## config.mk

```make
export PLATFORM = sky130hd
export DESIGN_NAME = fact_seq_ctrl
export DESIGN_NICKNAME = d
export VERILOG_FILES = /design/src/rtl/fact_pkg.sv /design/src/rtl/fact_step_cnt.sv /design/src/rtl/fact_seq_ctrl.sv
export SDC_FILE = /design/constraint.sdc
export NUM_CORES = 1
export LEC_CHECK = 0
export ABC_AREA = 1
export CAP_MARGIN = 10
export CORE_MARGIN = 2
export CORE_UTILIZATION = 49
export DETAILED_ROUTE_END_ITERATION = 7
export PLACE_DENSITY = 0.87
export SYNTH_ARGS = -nofsm -noshare
export SYNTH_HDL_FRONTEND = slang
export SYNTH_SLANG_ARGS = --single-unit
```

## constraint.sdc

```tcl
create_clock -name clk -period 2 [get_ports clk]
set_input_delay 0.4 -clock clk [delete_from_list [all_inputs] [get_ports clk]]
set_output_delay 0.4 -clock clk [all_outputs]
set_load 0.01 [all_outputs]
```

## src/rtl/fact_pkg.sv

```systemverilog
// Shared types and width constants for the factorial sequencer.
package fact_pkg;

   localparam int unsigned FACT_N_W          = 6;
   localparam int unsigned FACT_RES_W        = 64;
   localparam int unsigned FACT_MAX_N_NO_OVF = 20;

   typedef enum logic [2:0] {
      IDLE = 3'd0,
      LOAD = 3'd1,
      REQ  = 3'd2,
      WAIT = 3'd3,
      DONE = 3'd4
   } fact_state_e;

endpackage : fact_pkg

```

## src/rtl/fact_step_cnt.sv

```systemverilog
// Loadable down-counter that saturates at zero and exposes a registered "<= 1" flag.
module fact_step_cnt
   import fact_pkg::*;
#(
   parameter int unsigned W = FACT_N_W
) (
   input  logic         clk,
   input  logic         reset_n,
   input  logic         load,
   input  logic [W-1:0] load_val,
   input  logic         dec,
   output logic [W-1:0] cnt,
   output logic         is_le1
);

   logic [W-1:0] cnt_nxt;

   // Load has priority over decrement.
   always_comb begin
      cnt_nxt = cnt;
      if (load) begin
         cnt_nxt = load_val;
      end else if (dec && (cnt != '0)) begin
         cnt_nxt = cnt - W'(1);
      end
   end

   always_ff @(posedge clk) begin
      if (!reset_n) begin
         cnt    <= '0;
         is_le1 <= 1'b1;
      end else begin
         cnt    <= cnt_nxt;
         is_le1 <= (cnt_nxt <= W'(1));
      end
   end

endmodule : fact_step_cnt

```

## src/rtl/fact_seq_ctrl.sv

```systemverilog
// Factorial sequencer: drives an external multiplier from N down to 2 and accumulates N!.
// Optional multiplier watchdog with err output when FACT_SEQ_TIMEOUT_EN is defined.
module fact_seq_ctrl
   import fact_pkg::*;
#(
   parameter int unsigned N_W   = FACT_N_W,
   parameter int unsigned RES_W = FACT_RES_W
`ifdef FACT_SEQ_TIMEOUT_EN
   ,
   parameter int unsigned TIMEOUT_CYC = 255
`endif
) (
   input  logic                 clk,
   input  logic                 reset_n,
   input  logic                 op_start,
   input  logic [N_W-1:0]       op_n,
   output logic                 busy,
   output logic                 done,
   output logic [RES_W-1:0]     result,
   output logic                 ovf,
   output logic                 mul_start,
   output logic [RES_W-1:0]     mul_a,
   output logic [N_W-1:0]       mul_b,
   input  logic                 mul_done,
   input  logic [RES_W+N_W-1:0] mul_prod
`ifdef FACT_SEQ_TIMEOUT_EN
   ,
   output logic                 err
`endif
);

   localparam int unsigned P_W = RES_W + N_W;

   fact_state_e state, state_nxt;

   logic [RES_W-1:0] acc, acc_nxt;
   logic [RES_W-1:0] result_nxt;
   logic [RES_W-1:0] mul_a_nxt;
   logic [N_W-1:0]   mul_b_nxt;
   logic             busy_nxt, done_nxt, ovf_nxt, mul_start_nxt;

   logic             cnt_load, cnt_dec, cnt_le1;
   logic [N_W-1:0]   cnt;

   fact_step_cnt #(.W(N_W)) u_cnt (
      .clk      (clk),
      .reset_n  (reset_n),
      .load     (cnt_load),
      .load_val (op_n),
      .dec      (cnt_dec),
      .cnt      (cnt),
      .is_le1   (cnt_le1)
   );

`ifdef FACT_SEQ_TIMEOUT_EN
   localparam int unsigned TMO_W = (TIMEOUT_CYC < 2) ? 1 : $clog2(TIMEOUT_CYC + 1);

   logic             tmo_load, tmo_dec, tmo_le1, tmo_expired_c;
   logic [TMO_W-1:0] tmo_cnt;
   logic             err_nxt;

   // Watchdog is armed on every request and counts idle WAIT cycles.
   fact_step_cnt #(.W(TMO_W)) u_tmo (
      .clk      (clk),
      .reset_n  (reset_n),
      .load     (tmo_load),
      .load_val (TMO_W'(TIMEOUT_CYC)),
      .dec      (tmo_dec),
      .cnt      (tmo_cnt),
      .is_le1   (tmo_le1)
   );

   assign tmo_expired_c = tmo_le1 | (tmo_cnt == '0);
`endif

   always_ff @(posedge clk) begin
      if (!reset_n) begin
         state <= IDLE;
      end else begin
         state <= state_nxt;
      end
   end

   // Next-state and next-value logic for every registered output.
   always_comb begin
      state_nxt     = state;
      acc_nxt       = acc;
      result_nxt    = result;
      ovf_nxt       = ovf;
      busy_nxt      = busy;
      done_nxt      = 1'b0;
      mul_start_nxt = 1'b0;
      mul_a_nxt     = mul_a;
      mul_b_nxt     = mul_b;
      cnt_load      = 1'b0;
      cnt_dec       = 1'b0;
`ifdef FACT_SEQ_TIMEOUT_EN
      tmo_load      = 1'b0;
      tmo_dec       = 1'b0;
      err_nxt       = err;
`endif

      case (state)
         IDLE: begin
            if (op_start) begin
               cnt_load  = 1'b1;
               acc_nxt   = RES_W'(1);
               ovf_nxt   = 1'b0;
               busy_nxt  = 1'b1;
               state_nxt = LOAD;
`ifdef FACT_SEQ_TIMEOUT_EN
               err_nxt   = 1'b0;
`endif
            end
         end

         LOAD: begin
            if (cnt_le1) begin
               result_nxt = RES_W'(1);
               done_nxt   = 1'b1;
               busy_nxt   = 1'b0;
               state_nxt  = DONE;
            end else begin
               state_nxt  = REQ;
            end
         end

         REQ: begin
            mul_start_nxt = 1'b1;
            mul_a_nxt     = acc;
            mul_b_nxt     = cnt;
            state_nxt     = WAIT;
`ifdef FACT_SEQ_TIMEOUT_EN
            tmo_load      = 1'b1;
`endif
         end

         WAIT: begin
            if (mul_done) begin
               acc_nxt = mul_prod[RES_W-1:0];
               ovf_nxt = ovf | (mul_prod[P_W-1:RES_W] != '0);
               cnt_dec = 1'b1;
               // cnt is about to drop to 1: this was the last multiply.
               if (cnt == N_W'(2)) begin
                  result_nxt = mul_prod[RES_W-1:0];
                  done_nxt   = 1'b1;
                  busy_nxt   = 1'b0;
                  state_nxt  = DONE;
               end else begin
                  state_nxt  = REQ;
               end
`ifdef FACT_SEQ_TIMEOUT_EN
            end else if (tmo_expired_c) begin
               result_nxt = '0;
               err_nxt    = 1'b1;
               done_nxt   = 1'b1;
               busy_nxt   = 1'b0;
               state_nxt  = DONE;
            end else begin
               tmo_dec    = 1'b1;
`endif
            end
         end

         DONE: begin
            state_nxt = IDLE;
         end

         default: begin
            state_nxt = IDLE;
         end
      endcase
   end

   always_ff @(posedge clk) begin
      if (!reset_n) begin
         acc       <= '0;
         result    <= '0;
         ovf       <= 1'b0;
         busy      <= 1'b0;
         done      <= 1'b0;
         mul_start <= 1'b0;
         mul_a     <= '0;
         mul_b     <= '0;
      end else begin
         acc       <= acc_nxt;
         result    <= result_nxt;
         ovf       <= ovf_nxt;
         busy      <= busy_nxt;
         done      <= done_nxt;
         mul_start <= mul_start_nxt;
         mul_a     <= mul_a_nxt;
         mul_b     <= mul_b_nxt;
      end
   end

`ifdef FACT_SEQ_TIMEOUT_EN
   always_ff @(posedge clk) begin
      if (!reset_n) begin
         err <= 1'b0;
      end else begin
         err <= err_nxt;
      end
   end
`endif

endmodule : fact_seq_ctrl

```

==> Flow_metrics.wiki <==
{| class="wikitable"
! Metric !! Value
|-
| Bufs and invs on worst path || 1
|-
| Row count || 48
|-
| # IOs || 218
|-
| Met3 usage in global routing || 0.0415
|-
| Clock network latency to the later pin of the worst-skew pair || about 0.50 ns
|-
| Synth Net Count || 1197
|-
| Final wirelength || 22700 um
|-
| Count of maximum capacitance violations || 0
|-
| Global routing usage on met1 || 0.312
|-
| GRT Overall Usage || 0.240
|-
| Power density over the cells || between 900 and 1000 mW/mm^2
|-
| Longest Clk Path Bufs || 3
|-
| Clock slew at the register clock pins of the worst setup and hold paths || approximately 0.060 ns
|-
| Antenna violations before repair || 0
|-
| EDFF count, synth || 0
|-
| Switching fraction of total power || 0.274
|-
| Diode insertion count for antenna repair || 0
|-
| Final Max Tran Viols || 0
|-
| Post-layout utilization of the core || 0.674
|-
| Worst IR Drop VDD || around 0.7 mV
|-
| Count of unresolved DRC violations after routing || 0
|-
| Proportion of power drawn by combinational gates || 0.187
|-
| H-tree depth || 1
|-
| Fin crit share || 0.911
|-
| Post-CTS sizing || 0
|-
| Number of iterations in the first detailed-routing pass || 5
|-
| Worst-margin pin slew || around 0.74 ns
|-
| CP max stage cell || sky130_fd_sc_hd__clkdlybuf4s50_1
|-
| Detail Route Antenna Nets || 0
|-
| CTS tree || yes
|-
| Detailed placer's ending HPWL || ~15000 um
|-
| Total via count in the routed design || around 7900
|-
| Aggregate negative setup slack || 0 ns
|-
| Vertical die dimension || about 140 um
|-
| Endpoint class of the critical path || output port
|-
| Hold violation total from the final report || 0
|-
| Result of the run || finished clean
|-
| Die W || between 100 and 150 um
|-
| Combined area of all synthesized cells || 0.00845 mm^2
|-
| Worst-case headroom to the max-slew limit || 0.506
|-
| Global-route wire length before repair || between 30000 and 40000 um
|-
| Most area-consuming cells after synthesis || sky130_fd_sc_hd__dfxtp_1, sky130_fd_sc_hd__nand2_1, sky130_fd_sc_hd__nor2_1
|-
| Weighted congestion reported at the end of routability-driven placement || 0.790
|-
| Pre-CTS setup slack || between 0.04 and 0.05 ns
|-
| Die footprint || around 0.018 mm^2
|-
| Flop pwr share || 0.436
|-
| Clock Skew || 0.00666 ns
|-
| Maximum number of pins on one net before global-route repair || 77
|-
| Post-synthesis area per instance || 7.58 um^2
|-
| Layout Area Growth over Synthesis || 36.1%
|-
| Reg2Reg Setup Slack || about 0.2 ns
|-
| Top-area cell type share of the netlist area || 0.502
|-
| Met2 usage || 0.419
|-
| Vias in the first global route || 7450
|-
| Ys flop type || sky130_fd_sc_hd__dfxtp_1
|-
| Share of total power in the clock network || 0.377
|-
| Flops & latches, synth || roughly 210
|-
| Most Used Layer, Global Route || met2
|-
| Critical Path RT || roughly 1.6 ns
|-
| Detailed-route wire length per cell || 14.8 um
|-
| Hold_buf cts || 0
|-
| Clock period minus worst slack || ~1.8 ns
|-
| Most instantiated cells after synthesis || sky130_fd_sc_hd__nand2_1, sky130_fd_sc_hd__dfxtp_1, sky130_fd_sc_hd__nor2_1
|-
| Longest individual stage delay on the worst path || about 0.6 ns
|-
| Initial cell density of the core || 0.495
|-
| Cell family with the largest share of critical-path delay || buffers and inverters
|-
| Internal power summed over all cells || 7.63 mW
|-
| Static Leakage || roughly 4.6 nW
|-
| Port buffer count || between 200 and 250
|-
| NumNets Final || approximately 1400
|-
| CP cell instances || clkdlybuf4s50_1
|-
| Worst Path Class, Setup || register to output port
|-
| Master cell of the clock root buffer || sky130_fd_sc_hd__clkbuf_16
|-
| Initial DRC count || between 400 and 500
|-
| Mapped Cells || roughly 1100
|-
| Arrival time at the worst endpoint || ~1.4 ns
|-
| Filler Cells Inserted || ~1400
|-
| Fmax || ~550 MHz
|-
| Clk sinks || 212
|-
| Synth unique cells || 27
|-
| Standard cell core area || around 0.017 mm^2
|-
| Most frequent cell after synthesis || sky130_fd_sc_hd__nand2_1
|-
| Worst setup margin || about 0.18 ns
|-
| Highest fanout seen on the critical path || 2
|-
| Total of warnings raised by yosys || 0
|-
| Number of post-CTS setup repair buffers || 0
|-
| Switching power of the nets || just under 3 mW
|-
| Unrepaired setup endpoints after global routing || no
|-
| Residual overflow from global routing || 0
|-
| Routed via count divided by cell count || between 5 and 6
|-
| Biggest area consumer among synthesized cells || sky130_fd_sc_hd__dfxtp_1
|-
| Clock buffer count from CTS || 21
|-
| Final setup fails || 0
|-
| Share of post-route cells with drive strength above 1 || 0.130
|-
| Worst hold path type || input port to register
|-
| Nature of the critical path startpoint || register
|-
| Portion of the post-synthesis area used by sequential elements || 0.502
|-
| Post-synth ARST share || 0
|-
| PnR Total Power || about 11 mW
|}
-- state kept, by name, summed over array words and instances (netlist names) --
signal,cells
acc,64
busy,1
done,1
mul_a,64
mul_b,6
mul_start,1
ovf,1
result,64
state,3
u_cnt.cnt,6
u_cnt.is_le1,1
-- metrics by stage --
stage                     hold WS [ns]  area (um^2)  instances
after floorplan                  0.430         8450       1114
after global placement           0.447        10800       1502
after detailed placement         0.453        10800       1502
after CTS                        0.376        11500       1537
after global routing             0.422        11500       1537
final                            0.397        11500       1537
-- cells by family after synthesis --
family                   count (synthesis)  share of synthesized area
AND/OR/NAND/NOR                        522                      0.252
AO/OA/AOI/OAI                          217                      0.153
flip-flops                             212                      0.502
buffers and inverters                  159                     0.0874
adder cells (fa/ha/maj)                  3                    0.00444
XOR/XNOR                                 1                    0.00104
-- worst paths after layout --
check / cells past startpoint / end / start
worst min register to register: 2 / result[50] / result[50]
worst max register to register: 9 / acc[54] / state[1]
worst max-delay path: 1 / mul_a[3] / mul_a[3]
worst min-delay path: 3 / state[2] / reset_n
-- cells in the final DEF (no fill, tap or decap), drive strengths merged --
master / synthesis / final
nor3: 1 / 1
dfxtp: 212 / 212
a21oi: 138 / 138
nand4: 3 / 3
o311ai: 1 / 1
clkinv: 0 / 3
o21ai: 76 / 76
clkdlybuf4s50: 0 / 216
bufinv: 0 / 2
nand2: 289 / 289
nand3: 12 / 12
nor4: 1 / 1
o221ai: 1 / 1
nor2: 212 / 212
o211ai: 1 / 1
ha: 3 / 3
inv: 85 / 86
buf: 43 / 21
xor2: 1 / 1
clkbuf: 31 / 29
or2: 4 / 4
-- routing by layer --
metal	part of all wire	routed length, um	up-vias
met4	0.013	300	0
met1	0.43	9680	3688
met3	0.079	1790	30
met5	0	0	-
li1	-	-	3837
met2	0.48	11000	313
-- final cells by class --
| class | instances | area, um^2 | area share |
|---|---|---|---|
| Clock inverter | 6 | 83.8 | 0.00729 |
| Tap cell | 225 | 282 | 0.0245 |
| Timing Repair Buffer | 237 | 2470 | 0.215 |
| Multi-Input combinational cell | 743 | 3490 | 0.304 |
| Inverter | 85 | 324 | 0.0282 |
| Sequential cell | 212 | 4240 | 0.369 |
| Clock buffer | 29 | 606 | 0.0527 |
-- power by group through the flow --
stage / registers (mW) / logic, mW / clock network (mW)
after floorplan: 4.73 / 1.10 / 0
final: 4.59 / 1.97 / 3.96
after CTS: 4.58 / 1.98 / 4.03
after global routing: 4.61 / 2.14 / 4.18
after global placement: 4.67 / 1.93 / 0
after detailed placement: 4.67 / 1.96 / 0
Power figures use the tool's default switching activity.
